<file path="src/rtl/sap1_pkg.sv">
// Shared SAP-1 control definitions: opcodes, T-state indices, sequencer states and the strobe word.
package sap1_pkg;

    localparam int OPCODE_W = 4;
    localparam int T_W      = 6;

    localparam logic [OPCODE_W-1:0] OP_LDA = 4'h0;
    localparam logic [OPCODE_W-1:0] OP_ADD = 4'h1;
    localparam logic [OPCODE_W-1:0] OP_SUB = 4'h2;
    localparam logic [OPCODE_W-1:0] OP_OUT = 4'hE;
    localparam logic [OPCODE_W-1:0] OP_HLT = 4'hF;

    // Bit positions of each phase in the one-hot ring counter.
    localparam int T1 = 0;
    localparam int T2 = 1;
    localparam int T3 = 2;
    localparam int T4 = 3;
    localparam int T5 = 4;
    localparam int T6 = 5;

    typedef enum logic {
        ST_RING = 1'b0,
        ST_HALT = 1'b1
    } seq_state_t;

    typedef struct packed {
        logic pc_inc;
        logic pc_enable;
        logic mar_load;
        logic ram_enable;
        logic ir_load;
        logic ir_enable;
        logic acc_load;
        logic acc_enable;
        logic b_load;
        logic alu_sub;
        logic alu_enable;
        logic out_load;
    } ctrl_word_t;

    function automatic logic is_undefined(input logic [OPCODE_W-1:0] op);
        return !(op inside {OP_LDA, OP_ADD, OP_SUB, OP_OUT, OP_HLT});
    endfunction

endpackage

</file>
<file path="src/rtl/sap1_ring_counter.sv">
// One-hot T-state ring counter; advances one phase per edge while advance=1, clears to T1 on reset.
module sap1_ring_counter #(
    parameter int T_W = 6
) (
    input  logic           clk,
    input  logic           reset_n,
    input  logic           advance,
    output logic [T_W-1:0] t_state
);

    // NOTE: registered state uses non-blocking assignments so every flop samples pre-edge values.
    always_ff @(posedge clk or negedge reset_n) begin
        if (!reset_n) begin
            t_state <= T_W'(1);
        end else if (advance) begin
            t_state <= {t_state[T_W-2:0], t_state[T_W-1]};
        end
    end

endmodule

</file>
<file path="src/rtl/sap1_controller.sv">
// SAP-1 control sequencer: ring counter plus opcode decode of all bus strobes and a HALT state.
// Optional build macro SAP1_CTRL_ILLEGAL_TRAP_EN traps undefined opcodes into HALT and sets illegal.
module sap1_controller #(
    parameter int OPCODE_W = sap1_pkg::OPCODE_W,
    parameter int T_W      = sap1_pkg::T_W
) (
    input  logic                clk,
    input  logic                reset_n,
    input  logic                run,
    input  logic [OPCODE_W-1:0] ir_opcode,
    output logic                pc_inc,
    output logic                pc_enable,
    output logic                mar_load,
    output logic                ram_enable,
    output logic                ir_load,
    output logic                ir_enable,
    output logic                acc_load,
    output logic                acc_enable,
    output logic                b_load,
    output logic                alu_sub,
    output logic                alu_enable,
    output logic                out_load,
    output logic [T_W-1:0]      t_state,
    output logic                halted,
    output logic                illegal
);

    import sap1_pkg::*;

    seq_state_t     state, state_next;
    logic [T_W-1:0] ring;
    logic           at_t4_live;
    logic           trap_hit;
    logic           go_halt;
    logic           advance;
    ctrl_word_t     ctrl;

    assign at_t4_live = (state == ST_RING) && run && ring[T4];

`ifdef SAP1_CTRL_ILLEGAL_TRAP_EN
    logic illegal_q;

    assign trap_hit = at_t4_live && is_undefined(ir_opcode);

    always_ff @(posedge clk or negedge reset_n) begin
        if (!reset_n) begin
            illegal_q <= 1'b0;
        end else if (trap_hit) begin
            illegal_q <= 1'b1;
        end
    end

    assign illegal = illegal_q;
`else
    assign trap_hit = 1'b0;
    assign illegal  = 1'b0;
`endif

    assign go_halt = at_t4_live && ((ir_opcode == OP_HLT) || trap_hit);
    assign advance = (state == ST_RING) && run && !go_halt;

    sap1_ring_counter #(.T_W(T_W)) u_ring (
        .clk     (clk),
        .reset_n (reset_n),
        .advance (advance),
        .t_state (ring)
    );

    always_ff @(posedge clk or negedge reset_n) begin
        if (!reset_n) begin
            state <= ST_RING;
        end else begin
            state <= state_next;
        end
    end

    // NOTE: every combinational output gets a default first so no path can infer a latch.
    always_comb begin
        state_next = state;
        if (go_halt) begin
            state_next = ST_HALT;
        end
    end

    // Strobes are gated by reset_n so they drop the instant reset asserts, not at the next edge.
    always_comb begin
        ctrl = '0;
        if (reset_n && run && (state == ST_RING)) begin
            if (ring[T1]) begin
                ctrl.pc_enable = 1'b1;
                ctrl.mar_load  = 1'b1;
            end
            if (ring[T2]) begin
                ctrl.pc_inc = 1'b1;
            end
            if (ring[T3]) begin
                ctrl.ram_enable = 1'b1;
                ctrl.ir_load    = 1'b1;
            end
            if (ring[T4]) begin
                if (ir_opcode inside {OP_LDA, OP_ADD, OP_SUB}) begin
                    ctrl.ir_enable = 1'b1;
                    ctrl.mar_load  = 1'b1;
                end else if (ir_opcode == OP_OUT) begin
                    ctrl.acc_enable = 1'b1;
                    ctrl.out_load   = 1'b1;
                end
            end
            if (ring[T5]) begin
                if (ir_opcode == OP_LDA) begin
                    ctrl.ram_enable = 1'b1;
                    ctrl.acc_load   = 1'b1;
                end else if (ir_opcode inside {OP_ADD, OP_SUB}) begin
                    ctrl.ram_enable = 1'b1;
                    ctrl.b_load     = 1'b1;
                end
            end
            if (ring[T6] && (ir_opcode inside {OP_ADD, OP_SUB})) begin
                ctrl.alu_enable = 1'b1;
                ctrl.acc_load   = 1'b1;
                ctrl.alu_sub    = (ir_opcode == OP_SUB);
            end
        end
    end

    assign pc_inc     = ctrl.pc_inc;
    assign pc_enable  = ctrl.pc_enable;
    assign mar_load   = ctrl.mar_load;
    assign ram_enable = ctrl.ram_enable;
    assign ir_load    = ctrl.ir_load;
    assign ir_enable  = ctrl.ir_enable;
    assign acc_load   = ctrl.acc_load;
    assign acc_enable = ctrl.acc_enable;
    assign b_load     = ctrl.b_load;
    assign alu_sub    = ctrl.alu_sub;
    assign alu_enable = ctrl.alu_enable;
    assign out_load   = ctrl.out_load;

    assign halted  = (state == ST_HALT);
    assign t_state = halted ? '0 : ring;

endmodule

</file>
<file path="config.mk">
export PLATFORM = sky130hd
export DESIGN_NAME = sap1_controller
export DESIGN_NICKNAME = d
export VERILOG_FILES = /design/src/rtl/sap1_pkg.sv /design/src/rtl/sap1_ring_counter.sv /design/src/rtl/sap1_controller.sv
export SDC_FILE = /design/constraint.sdc
export NUM_CORES = 1
export LEC_CHECK = 0
export BUFFER_PORTS_ARGS = -buffer_cell sky130_fd_sc_hd__clkbuf_2
export CORE_AREA = 2 2 39 41
export CTS_CLUSTER_DIAMETER = 40
export DETAILED_ROUTE_END_ITERATION = 7
export DIE_AREA = 0 0 41 43
export PLACE_DENSITY = 0.73
export SLEW_MARGIN = 20
export SYNTH_ARGS = -nofsm -noshare
export SYNTH_HDL_FRONTEND = slang
export SYNTH_SLANG_ARGS = --single-unit
</file>
<file path="constraint.sdc">
create_clock -name clk -period 2.5 [get_ports clk]
set_input_delay 0.25 -clock clk [delete_from_list [all_inputs] [get_ports clk]]
set_output_delay 0.25 -clock clk [all_outputs]
set_load 0.005 [all_outputs]
</file>
==> flow_summary.toml <==
[status]
status = "finished clean"

[die]
die_height_um = 43
dieWidth_um = 41
dieArea_um2 = 1760
io-pin-count = 27
coreArea_um2 = 1380
num_rows = 14
initial_core_util_pct = 36.2

[worst_setup_path]
path_max_fanout = 10
worstSetupPathType = "input pin to output port"
critPathArrivalTime_ns = 1.72
required_ns = 2.25
worst_setup_path_start_kind = "input pin"
critPathCaptureType = "output port"

[sta]
finalCriticalPeriod_ns = 1.97
skew_ns = 0.00535
hold_viol = 0
setup_tns_ns = 0
slew_violations = 0
max_freq_mhz = 508
fin_crit_sh_pct = 78.7
rsz0062_at_grt = "false"
finalSetupViolCount = 0

[cts]
clk_pin_slew_ns = 0.05
cts_buffer_depth = 2
cts_tree = "done"
cts_root_buffer = "clkbuf_4"
numClockSinks = 7
clkLatencyLatePin_ns = 0.25
ctsResizeCount = 0
htree_levels = 1
cts_made_buffers = 3

[global_route]
grt_max_degree = 11
grt_overflow = 0
first_global_vias = 364
track_usage_pct = 13.0
antenna_found_initial = 0
grt_first_pass_wirelength_um = 1500

[logic_synthesis]
syn_area_um2 = 500
synth_seq_area_share_pct = 35.3
synth-seq-cells = 7
synth_nets = 60
yosys_warnings = 0
synthDistinctLibCells = 28
synthCells = 53
syn_area_per_cell_um2 = 9.44

[routing]
drtIter0Drc = 6
routed_wl_um = 1100
postRouteAntennaNets = 0
vias_per_cell = 5.16
drtPass1Iterations = 4
post_drt_wl_per_cell_um = 11.3
drc = 0
num_vias = 501

[power_and_ir_drop]
leakage_nw = 0.354
peakVddDrop_uv = 451
power_density_nw_per_um2 = 980

[placement]
routabilityCongestion = 0.712
hpwl_um = 860
io_buffers = 25
dp.cells = 92

[final_layout]
layout-drive-gt1-share_pct = 49.4
stdcell_count = 97
final_nets = 89
diodes = 0
fillers = 134
area_growth_pct = 33.3

[run]
maxCapViolations = 0

[hold_path]
hold_path_class = "input pin to flip-flop"
cell families after synthesis:
group	synth area share, %
AOI/OAI and AO/OA	13.0
xor gates and xnor gates	1.75
buffers and inverters	4.50
DFF	35.3
muxes	11.0
other	0.749
and+or+nand+nor	33.8
repair_timing:
item | 4_1_cts | 5_1_grt
hold endpoints to repair | 6 | 0
hold buffers | 1 | 0
buffers inserted | 0 | 0
registers in the layout, summed over array words and instances (netlist names):
name            flops
halted              1
u_ring.t_state      6
cells in the final DEF, fill, tap and decap left out, drive strengths merged, types with 2 or more instances in the layout:
cell type,count
inv,2
a21o,2
mux2,4
nand3b,2
a21oi,4
o21ai,2
and3,4
clkbuf,29
nand3,2
nor2b,5
dfrtp,6
nor2,7
cell usage after synthesis:
| master | n | share of area (%) |
|---|---|---|
| nor2b_4 | 1 | 2.7 |
| o21ai_0 | 1 | 1.0 |
| conb_1 | 1 | 0.75 |
| buf_4 | 2 | 3.0 |
| nand2_2 | 1 | 1.3 |
| mux2_2 | 3 | 6.7 |
| nor4_1 | 1 | 1.3 |
| dfrtp_1 | 6 | 30 |
| nand3_1 | 2 | 2.0 |
| mux2_1 | 1 | 2.2 |
| o21ai_4 | 1 | 3.3 |
| nor4b_1 | 1 | 1.8 |
| nand3b_4 | 1 | 4.0 |
| a21o_2 | 2 | 3.5 |
| inv_1 | 2 | 1.5 |
| nand3b_1 | 1 | 1.5 |
| nor3_1 | 1 | 1.0 |
| a21oi_1 | 4 | 4.0 |
| dfstp_2 | 1 | 5.3 |
| and3_2 | 2 | 3.0 |
| a31oi_1 | 1 | 1.3 |
| mux2i_1 | 1 | 2.0 |
| nor2_1 | 7 | 5.3 |
| and2_1 | 1 | 1.3 |
| nand4_1 | 1 | 1.3 |
| nor2b_1 | 4 | 5.0 |
| xor2_1 | 1 | 1.8 |
| and3_1 | 2 | 2.5 |
path summary, 6_finish.rpt:
| check | from | to | slack, ns | depth (start not counted) |
|---|---|---|---|---|
| worst max-delay path | reset_n | b_load | 0.53 | 6 |
| worst min-delay path | run | halted | 0.29 | 2 |
| worst max register to register | halted | u_ring.t_state[2] | 1.22 | 3 |
| worst min register to register | u_ring.t_state[1] | u_ring.t_state[2] | 0.53 | 1 |
| max in group asynchronous | reset_n | u_ring.t_state[0] | 1.84 | 2 |
| min in group asynchronous | reset_n | u_ring.t_state[5] | 0.39 | 2 |
routing by layer:
metal,up-vias,track usage (%),part of all wire (%),wire length (µm)
met4,0,10.0,2.0,22
met1,238,15.1,41,448
met2,21,19.4,51,560
met5,-,0,0,0
met3,2,3.14,6.0,66
li1,240,-,-,-
critical path, cell delays in order:
cell,delay (ns)
dlygate4sd3_1,0.52
clkbuf_2,0.25
nand3b_4,0.14
nor3_1,0.24
and3_1,0.21
clkbuf_2,0.11
layout make-up:
cell class / count / area [µm²] / area share [%]
sequential: 7 / 176 / 26.5
inverter: 2 / 7.51 / 1.13
tap: 16 / 20.0 / 3.00
multi-input combinational: 42 / 302 / 45.2
timing repair buffer: 26 / 135 / 20.3
clock buffer: 4 / 26.3 / 3.94
power by group:
part           switching (mW)  internal (mW)
Combinational           0.132          0.164
Sequential             0.0778          0.178
Clock                  0.0408         0.0608
Total                   0.251          0.403
metrics by stage:
stage / setup WS [ns] / hold slack [ns] / util [%] / instance area [µm²] / power [mW]
finish: 0.532 / 0.286 / 48.2 / 667 / 0.654
global placement: 1.02 / 0.123 / 45.6 / 631 / 0.550
CTS: 0.516 / 0.280 / 48.2 / 667 / 0.663
detailed placement: 0.988 / 0.126 / 45.6 / 631 / 0.557
floorplan: 0.956 / -0.0456 / - / 500 / 0.426
global route: 0.361 / 0.286 / 48.2 / 667 / 0.707
(Power assumes the default switching activity.)
